### src/rtl/dmem_bridge_if.sv
// dmem_bridge_if: word-addressed ready/valid SRAM port.
// master = bridge side, slave = memory side.
interface dmem_bridge_if #(
  parameter int ADDR_W = 11
) ();
  logic              mem_req;
  logic              mem_we;
  logic [3:0]        mem_be;
  logic [ADDR_W-1:0] mem_addr;
  logic [31:0]       mem_wdata;
  logic [31:0]       mem_rdata;
  logic              mem_ready;

  modport master (
    output mem_req, mem_we, mem_be,
    output mem_addr, mem_wdata,
    input  mem_rdata, mem_ready
  );

  modport slave (
    input  mem_req, mem_we, mem_be,
    input  mem_addr, mem_wdata,
    output mem_rdata, mem_ready
  );
endinterface

### src/rtl/dmem_bridge.sv
// dmem_bridge: core load/store to byte-enabled SRAM port.
// Stalls the core per access, flags bad/timed-out accesses.
module dmem_bridge #(
  parameter logic [31:0] BASE_ADDR = 32'h1001_0000,
  parameter int          ADDR_W    = 11,
  parameter int          TIMEOUT   = 255
) (
  input  logic        clk,
  input  logic        rst,
  input  logic        DM_E,
  input  logic        DM_R,
  input  logic        DM_W,
  input  logic [1:0]  opt,
  input  logic [31:0] addr,
  input  logic [31:0] wdata,
  output logic [31:0] rdata,
  output logic        stall,
  output logic        acc_err,
  output logic        bus_err,
  dmem_bridge_if.master mem
);

  localparam int CNT_W = $clog2(TIMEOUT + 2);
  localparam logic [CNT_W-1:0] TMO = CNT_W'(TIMEOUT);

  typedef enum logic [1:0] {
    IDLE, BUSY, DONE, ERR
  } state_t;

  state_t            state_q;
  logic [CNT_W-1:0]  cnt_q;
  logic              req_q;
  logic              we_q;
  logic [3:0]        be_q;
  logic [ADDR_W-1:0] addr_q;
  logic [31:0]       wdata_q;
  logic [31:0]       rdata_q;
  logic              acc_q;
  logic              bus_q;
  logic              word_q;
  logic              half_q;
  logic [1:0]        lane_q;

  logic [31:0] off;
  logic        is_word;
  logic        is_half;
  logic        illegal;
  logic [3:0]  be_d;
  logic [31:0] wdata_d;
  logic [31:0] rext_d;

  // Load is simply "not a store"; the low offset bits
  // duplicate addr[1:0] when the base is word aligned.
  logic [2:0] unused_sig;
  assign unused_sig = {DM_R, off[1:0]};

  assign off     = addr - BASE_ADDR;
  assign is_word = opt[1];
  assign is_half = (opt == 2'b01);
  assign illegal = (is_half & addr[0])
                 | (is_word & (|addr[1:0]))
                 | (|off[31:ADDR_W+2]);

  // Store lane steering; loads read the whole word.
  always_comb begin
    be_d    = 4'b1111;
    wdata_d = wdata;
    if (DM_W) begin
      unique case (1'b1)
        is_word: ;
        is_half: begin
          be_d    = 4'b0011 << {addr[1], 1'b0};
          wdata_d = {2{wdata[15:0]}};
        end
        default: begin
          be_d    = 4'b0001 << addr[1:0];
          wdata_d = {4{wdata[7:0]}};
        end
      endcase
    end
  end

  // Right-justify the addressed lane of the read word.
  always_comb begin
    rext_d = mem.mem_rdata;
    unique case (1'b1)
      word_q: rext_d = mem.mem_rdata;
      half_q: rext_d = {16'h0,
        mem.mem_rdata[{lane_q[1], 4'b0000} +: 16]};
      default: rext_d = {24'h0,
        mem.mem_rdata[{lane_q, 3'b000} +: 8]};
    endcase
  end

  // Access FSM with registered bus and status outputs.
  always_ff @(posedge clk) begin
    if (!rst) begin
      state_q <= IDLE;
      cnt_q   <= '0;
      req_q   <= 1'b0;
      we_q    <= 1'b0;
      be_q    <= 4'b0;
      addr_q  <= '0;
      wdata_q <= 32'h0;
      rdata_q <= 32'h0;
      acc_q   <= 1'b0;
      bus_q   <= 1'b0;
      word_q  <= 1'b0;
      half_q  <= 1'b0;
      lane_q  <= 2'b0;
    end else begin
      acc_q <= 1'b0;
      bus_q <= 1'b0;
      unique case (state_q)
        IDLE: begin
          if (DM_E) begin
            if (illegal) begin
              state_q <= ERR;
              acc_q   <= 1'b1;
              rdata_q <= 32'h0;
            end else begin
              state_q <= BUSY;
              cnt_q   <= '0;
              req_q   <= 1'b1;
              we_q    <= DM_W;
              be_q    <= be_d;
              addr_q  <= off[ADDR_W+1:2];
              wdata_q <= wdata_d;
              word_q  <= is_word;
              half_q  <= is_half;
              lane_q  <= addr[1:0];
            end
          end
        end
        BUSY: begin
          if (mem.mem_ready) begin
            state_q <= DONE;
            req_q   <= 1'b0;
            rdata_q <= rext_d;
          end else if (cnt_q == TMO) begin
            state_q <= DONE;
            req_q   <= 1'b0;
            rdata_q <= 32'h0;
            bus_q   <= 1'b1;
          end else begin
            cnt_q <= cnt_q + CNT_W'(1);
          end
        end
        DONE:    state_q <= IDLE;
        ERR:     state_q <= IDLE;
        default: state_q <= IDLE;
      endcase
    end
  end

  assign stall = rst & DM_E
               & ((state_q == IDLE) | (state_q == BUSY));

  assign rdata         = rdata_q;
  assign acc_err       = acc_q;
  assign bus_err       = bus_q;
  assign mem.mem_req   = req_q;
  assign mem.mem_we    = we_q;
  assign mem.mem_be    = be_q;
  assign mem.mem_addr  = addr_q;
  assign mem.mem_wdata = wdata_q;

endmodule

### src/flat_wrapper.sv
// flat-port wrapper written by rule: the top's interface ports become plain ports
module dmem_bridge_flat 
#(
  parameter logic [31:0] BASE_ADDR = 32'h1001_0000,
  parameter int          ADDR_W    = 11,
  parameter int          TIMEOUT   = 255
)
  (clk, rst, DM_E, DM_R, DM_W, opt, addr, wdata, rdata, stall, acc_err, bus_err, mem_mem_req, mem_mem_we, mem_mem_be, mem_mem_addr, mem_mem_wdata, mem_mem_rdata, mem_mem_ready);
  dmem_bridge_if #(.ADDR_W(ADDR_W)) mem_i ();
  input  logic clk;
  input  logic rst;
  input  logic DM_E;
  input  logic DM_R;
  input  logic DM_W;
  input  logic [1:0] opt;
  input  logic [31:0] addr;
  input  logic [31:0] wdata;
  output logic [31:0] rdata;
  output logic stall;
  output logic acc_err;
  output logic bus_err;
  output wire logic [$bits(mem_i.mem_req)-1:0] mem_mem_req;
  output wire logic [$bits(mem_i.mem_we)-1:0] mem_mem_we;
  output wire logic [$bits(mem_i.mem_be)-1:0] mem_mem_be;
  output wire logic [$bits(mem_i.mem_addr)-1:0] mem_mem_addr;
  output wire logic [$bits(mem_i.mem_wdata)-1:0] mem_mem_wdata;
  input wire logic [$bits(mem_i.mem_rdata)-1:0] mem_mem_rdata;
  input wire logic [$bits(mem_i.mem_ready)-1:0] mem_mem_ready;
  assign mem_mem_req = mem_i.mem_req;
  assign mem_mem_we = mem_i.mem_we;
  assign mem_mem_be = mem_i.mem_be;
  assign mem_mem_addr = mem_i.mem_addr;
  assign mem_mem_wdata = mem_i.mem_wdata;
  assign mem_i.mem_rdata = mem_mem_rdata;
  assign mem_i.mem_ready = mem_mem_ready;
  dmem_bridge #(.BASE_ADDR(BASE_ADDR), .ADDR_W(ADDR_W), .TIMEOUT(TIMEOUT)) u_core (.clk(clk), .rst(rst), .DM_E(DM_E), .DM_R(DM_R), .DM_W(DM_W), .opt(opt), .addr(addr), .wdata(wdata), .rdata(rdata), .stall(stall), .acc_err(acc_err), .bus_err(bus_err), .mem(mem_i));
endmodule
### config.mk
export PLATFORM = sky130hd
export DESIGN_NAME = dmem_bridge_flat
export DESIGN_NICKNAME = d
export VERILOG_FILES = /design/src/rtl/dmem_bridge_if.sv /design/src/rtl/dmem_bridge.sv /design/src/flat_wrapper.sv
export SDC_FILE = /design/constraint.sdc
export NUM_CORES = 1
export LEC_CHECK = 0
export ABC_AREA = 1
export BUFFER_PORTS_ARGS = -buffer_cell sky130_fd_sc_hd__buf_2
export CORE_MARGIN = 5
export CORE_UTILIZATION = 48
export CTS_CLUSTER_DIAMETER = 80
export DETAILED_ROUTE_END_ITERATION = 8
export PLACE_DENSITY = 0.8
export SYNTH_ARGS = -nofsm -noshare
export SYNTH_HDL_FRONTEND = slang
export SYNTH_SLANG_ARGS = --single-unit
### constraint.sdc
create_clock -name clk -period 2.4 [get_ports clk]
set_clock_uncertainty 0.2 [all_clocks]
set_input_delay 0.36 -clock clk [delete_from_list [all_inputs] [get_ports clk]]
set_output_delay 0.36 -clock clk [all_outputs]
set_load 0.03 [all_outputs]
==> flow_summary.yaml, run 1 <==
outcome:
  status: "finished clean"
floorplan:
  boundaryPins: 188
  num_rows: 35
  coreArea_um2: 9328
  initial_core_util_pct: 49.54
  die_h_um: 108.1
  dieArea_um2: 11690
  die_w_um: 108.1
sta:
  fmax_mhz: 463.8
  period_needed_ns: 2.156
  slew_headroom_pct: 66.37
  setup_tns_ns: 0
  finalCritPeriodShare_pct: 89.85
  whs_ns: 0.01695
  timing.final.max_slew_violations: 0
  finalSetupViolCount: 0
  fin_ws_ns: 0.2437
  hold_viol: 0
  worstMarginPinSlew_ns: 0.5044
  rsz0062_at_grt: "no"
routing:
  route.detailed.drc: 0
  ant_nets: 0
  firstDrtPassIters: 5
  viasPerCell: 4.950
  route.final.wire_length_mm: 13.58
  wire_per_inst_um: 13.35
  vias: 5034
  drt-initial-drc-count: 341
synth:
  syn_nets: 808
  yosysWarnings: 0
  ys_seq_area_share_pct: 42.46
  synthDistinctLibCells: 33
  yosysTopAreaCell: "dfxtp_1"
  yosysTopAreaCellShare_pct: 42.46
  yosys_register_bits: 98
  netlist_area_um2: 4621
  synthTopCellsByArea: "dfxtp_1 42%, nand2_1 15%, nor2_1 12%"
  synth_area_per_cell_um2: 6.592
  netlist_instances: 701
global_route:
  grt_overflow: 0
  grt_pass1_wl_mm: 22.07
  grt_antenna_before_repair: 2
  grt_max_degree: 50
  grt_pass1_vias: 4868
  grt_use_total_pct: 23.25
clocking:
  postCtsSetupBuffers: 0
  cts-htree-levels: 3
  clock-sinks: 98
  cts-root-buf: "clkbuf_8"
  cts.path.max_buffers: 2
  cts_buffers: 9
  clk_pin_slew_ns: 0.10
  cts_tree: "yes"
  clk_latency_ns: 0.36
pwr:
  p_switching_mw: 0.8090
  seqPwrFrac_pct: 53.0
  power.share.clock_pct: 34.9
  p_comb_share_pct: 12.1
  power.leakage_nw: 2.936
  power_switching_share_pct: 26.08
  irDropWorstVdd_v: 0.0003869
  power_density_nw_per_um2: 522.0
  p_int_mw: 2.293
placement:
  portBuffers: 186
  preCtsSetupSlack_ns: 0.01511
  routabilityCongestion: 0.9145
  place_area_um2: 5715
  hpwl_mm: 10.21
worst_setup_path:
  crit_path_end_kind: "flip-flop"
  required_ns: 2.43
  cp-start-kind: "flip-flop"
  path_class: "reg -> reg"
  crit_arrival_ns: 2.18
  crit_fanout: 33
final_layout:
  final_common_cell: "nand2_1"
  antenna_cells: 0
  most-common-layout-cells: "189 x nand2_1, 186 x buf_2, 149 x nor2_1"
  drive_above_1_share_pct: 26.80
  syn_to_final_growth_pct: 28.62
  nNetsFinal: 991
  final_cell_area_um2: 5943
worst_hold_path:
  hold_class: "in -> reg"
run:
  drv_cap: 0
-- worst max-delay path: stages, from the launching register on --
cell,delay [ns]
dfxtp_1,0.34
ha_1,0.16
nand2_1,0.08
nor3_2,0.16
and3_1,0.19
ha_1,0.18
nor3_2,0.07
a211oi_2,0.19
nand2_1,0.13
buf_12,0.18
nand2_1,0.07
a21oi_1,0.06
-- path summary, 6_finish.rpt --
path / startpoint / cells past startpoint / slack (ns) / end
setup reg to reg: u_core.cnt_q[0] / 11 / 0.24 / u_core.rdata[5]
hold reg to reg: u_core.rdata[26] / 2 / 0.26 / u_core.rdata[26]
setup / recovery: u_core.cnt_q[0] / 11 / 0.24 / u_core.rdata[5]
hold / removal: addr[7] / 3 / 0.02 / u_core.mem.mem_addr[5]
-- state kept, by name (all words and copies together), names as in the netlist, 2 cells and up --
signal                count
u_core.cnt_q              9
u_core.lane_q             2
u_core.mem.mem_addr      11
u_core.mem.mem_be         4
u_core.mem.mem_wdata     32
u_core.rdata             32
u_core.state_q            2
-- layout make-up --
type | count | area, µm²
clock buffers | 10 | 137.6
fillers | 936 | 3385
clock inverters | 5 | 62.56
inverters | 34 | 127.6
well taps | 129 | 161.4
multi-input cells | 534 | 2376
flip-flops and latches | 98 | 1962
repair buffers | 207 | 1116
-- through the flow --
stage | util [%] | power, mW | instances
after detailed placement | 61.27 | 2.050 | 1001
after global placement | 61.27 | 2.047 | 1001
after CTS | 63.53 | 3.129 | 1017
final | 63.72 | 3.102 | 1017
after global routing | 63.72 | 3.252 | 1017
after floorplan | - | 1.878 | 701
-- per-layer routing --
metal  track usage (%)  up-vias  wire length (µm)
met3             7.463       24              1213
met5                 0        -                25
met1             28.75     2220              5659
met2             38.68      176              6417
met4             7.124        4               263
li1                  -     2610                 -
-- power by group through the flow --
stage / Clock (mW) / Sequential, mW / Combinational (mW)
after floorplan: 0 / 1.69 / 0.184
after global placement: 0 / 1.68 / 0.366
after detailed placement: 0 / 1.68 / 0.368
after CTS: 1.11 / 1.64 / 0.371
after global routing: 1.18 / 1.65 / 0.423
final: 1.08 / 1.64 / 0.376
-- cell families (layout without fill, tap and decap cells) --
family	count (synthesis)	after routing	share of synthesized area, %
buffers and inverters	69	256	6.499
multiplexers	2	2	0.4333
AND/OR/NAND/NOR	398	398	34.50
AO/OA/AOI/OAI	126	126	14.35
flip-flops	98	98	42.46
adder cells (fa/ha/maj)	3	3	0.8124
XOR/XNOR	5	5	0.9477
-- cells in the mapped netlist --
master,count
o21ai_1,11
clkbuf_1,23
ha_1,3
nand2_2,1
a21oi_1,49
o211ai_1,8
mux2i_1,2
nor2_2,2
a32oi_1,1
and3_1,1
or2_2,7
buf_4,3
buf_2,6
inv_1,30
nor2_4,1
xnor2_1,1
clkinv_1,2
nor4_1,1
a211oi_1,1
nor3b_1,1
buf_6,3
nand3_1,34
a22oi_1,1
inv_2,2
nand4_1,1
nor2_1,149
o221ai_1,1
dfxtp_1,98
nand2_1,190
nor3_1,9
o21ai_0,54
and2_1,1
xor2_1,4
-- repair_timing --
| action | CTS | global route |
|---|---|---|
| endpoints found under the setup margin | 0 | 42 |
| endpoints found under the hold margin | 1 | 0 |
| resized for setup | 0 | 4 |
| hold buffers | 1 | 0 |
(Power assumes the default switching activity.)
==> run 2, diff against run 1 <==
--- a/config.mk
+++ b/config.mk
@@ -12,4 +12,6 @@
 export CTS_CLUSTER_DIAMETER = 80
 export DETAILED_ROUTE_END_ITERATION = 8
+export GPL_TIMING_DRIVEN = 0
+export MAX_ROUTING_LAYER = met4
 export PLACE_DENSITY = 0.8
 export SYNTH_ARGS = -nofsm -noshare
==> constraint.sdc (replaced) <==
create_clock -name clk -period 2.4 [get_ports clk]
set_clock_uncertainty 0.2 [all_clocks]
set_input_delay 0.12 -clock clk [delete_from_list [all_inputs] [get_ports clk]]
set_output_delay 0.12 -clock clk [all_outputs]
set_load 0.03 [all_outputs]
==> flow_summary.yaml, run 2 (same netlist as run 1, synthesis figures left out) <==
sta:
  finalCritPeriodShare_pct: 99.96
  finalSetupViolCount: 0
  fin_ws_ns: 0.0009628
  hold_viol: 0
  period_needed_ns: 2.399
  setup_tns_ns: 0
  fmax_mhz: 416.8
  slew_headroom_pct: 53.53
  whs_ns: 0.02253
  worstMarginPinSlew_ns: 0.6945
  timing.final.max_slew_violations: 0
routing:
  firstDrtPassIters: 6
  route.final.wire_length_mm: 17.14
  vias: 5914
  wire_per_inst_um: 15.29
  drt-initial-drc-count: 554
  ant_nets: 0
  route.detailed.drc: 0
  viasPerCell: 5.276
global_route:
  grt_use_total_pct: 29.26
  grt_antenna_before_repair: 0
  grt_pass1_vias: 5641
  grt_max_degree: 17
  grt_overflow: 0
  grt_pass1_wl_mm: 26.67
final_layout:
  final_common_cell: "buf_2"
  layoutNonFillerInstCount: 1121
  fillers: 716
  drive_above_1_share_pct: 24.87
  final_cell_area_um2: 6843
  syn_to_final_growth_pct: 48.09
  post-route-util_pct: 73.36
  nNetsFinal: 1092
  most-common-layout-cells: "192 x buf_2, 186 x nand2_1, 149 x nor2_1"
outcome:
  status: "finished clean"
clocking:
  clk_pin_slew_ns: 0.10
  cts.path.max_buffers: 2
  cts-htree-levels: 3
  cts_buffers: 9
  clk_latency_ns: 0.35
  cts_tree: "yes"
  cts-root-buf: "clkbuf_8"
  clock-sinks: 98
worst_setup_path:
  crit_fanout: 5
  rr_startpoint: "u_core.cnt_q[0]"
  crit_arrival_ns: 2.41
  required_ns: 2.41
  path_class: "reg -> reg"
  crit_path_end_kind: "flip-flop"
  cp-start-kind: "flip-flop"
  startpoint: "u_core.cnt_q[0]"
placement:
  place_area_um2: 5708
  routabilityCongestion: 0.9422
  portBuffers: 185
  hpwl_mm: 11.05
  preCtsSetupSlack_ns: -0.1722
  placedCellCount: 1015
worst_hold_path:
  holdCritStartpoint: "wdata[30]"
  hold_class: "in -> reg"
floorplan:
  die_h_um: 108.1
  dieArea_um2: 11690
  coreArea_um2: 9328
  boundaryPins: 188
  initial_core_util_pct: 49.54
  num_rows: 35
  die_w_um: 108.1
pwr:
  power.share.clock_pct: 33.1
  p_comb_share_pct: 16.1
  power.leakage_nw: 3.292
  power_switching_share_pct: 27.09
  p_int_mw: 2.361
  power_density_nw_per_um2: 473.3
  p_switching_mw: 0.8773
  irDropWorstVdd_v: 0.0003657
  seqPwrFrac_pct: 50.8
  finalPower_mw: 3.238
run:
  drv_cap: 0
[run 2: path summary, 6_finish.rpt]
| check | to | slack (ns) | cells past startpoint |
|---|---|---|---|
| setup / recovery | u_core.rdata[18] | 0.001 | 12 |
| hold / removal | u_core.mem.mem_wdata[30] | 0.02 | 7 |
| setup reg to reg | u_core.rdata[18] | 0.001 | 12 |
| hold reg to reg | u_core.rdata[15] | 0.26 | 2 |
[run 2: per-layer routing]
metal	wire length [µm]	part of all wire, %	track usage [%]
met1	6759	39	34.83
met2	8100	47	46.40
met3	1380	8.1	6.507
met4	900	5.3	15.24
met5	0	0	-
[run 2: cell type report]
class | instances | area, µm² | share of cell area [%]
Antenna cell | 3 | 7.507 | 0.1097
Buffer | 35 | 186.4 | 2.724
Clock buffer | 9 | 123.9 | 1.810
Clock inverter | 6 | 67.56 | 0.9874
Inverter | 34 | 128.9 | 1.883
Multi-Input combinational cell | 535 | 2421 | 35.38
Sequential cell | 98 | 1969 | 28.78
Tap cell | 129 | 161.4 | 2.359
Timing Repair Buffer | 272 | 1777 | 25.96
[run 2: critical path, cell delays in order (launching register included)]
cell and delay [ns]:
dfxtp_4 0.39, ha_4 0.14, nand2_2 0.06, nor3_2 0.22, and3_1 0.19, ha_2 0.18, nor3_1 0.07, a211oi_2 0.24
buf_4 0.19, nand2_4 0.10, buf_6 0.15, nand2_1 0.05, a21oi_1 0.08
[run 2: power by group through the flow]
stage	combinational (mW)	sequential (mW)	clock, mW
2_1_floorplan	0.184	1.69	0
3_3_place_gp	0.360	1.68	0
3_5_place_dp	0.362	1.68	0
4_1_cts	0.473	1.65	1.08
5_1_grt	0.569	1.65	1.16
6_report	0.522	1.65	1.07
[run 2: timing repair]
| action | CTS | global route |
|---|---|---|
| hold buffers | 81 | 0 |
| pin swaps | 0 | 6 |
| endpoints found under the setup margin | 39 | 88 |
| gates cloned | 0 | 4 |
| hold endpoints to repair | 82 | 0 |
| setup buffers | 0 | 3 |
| gates resized for setup | 4 | 22 |
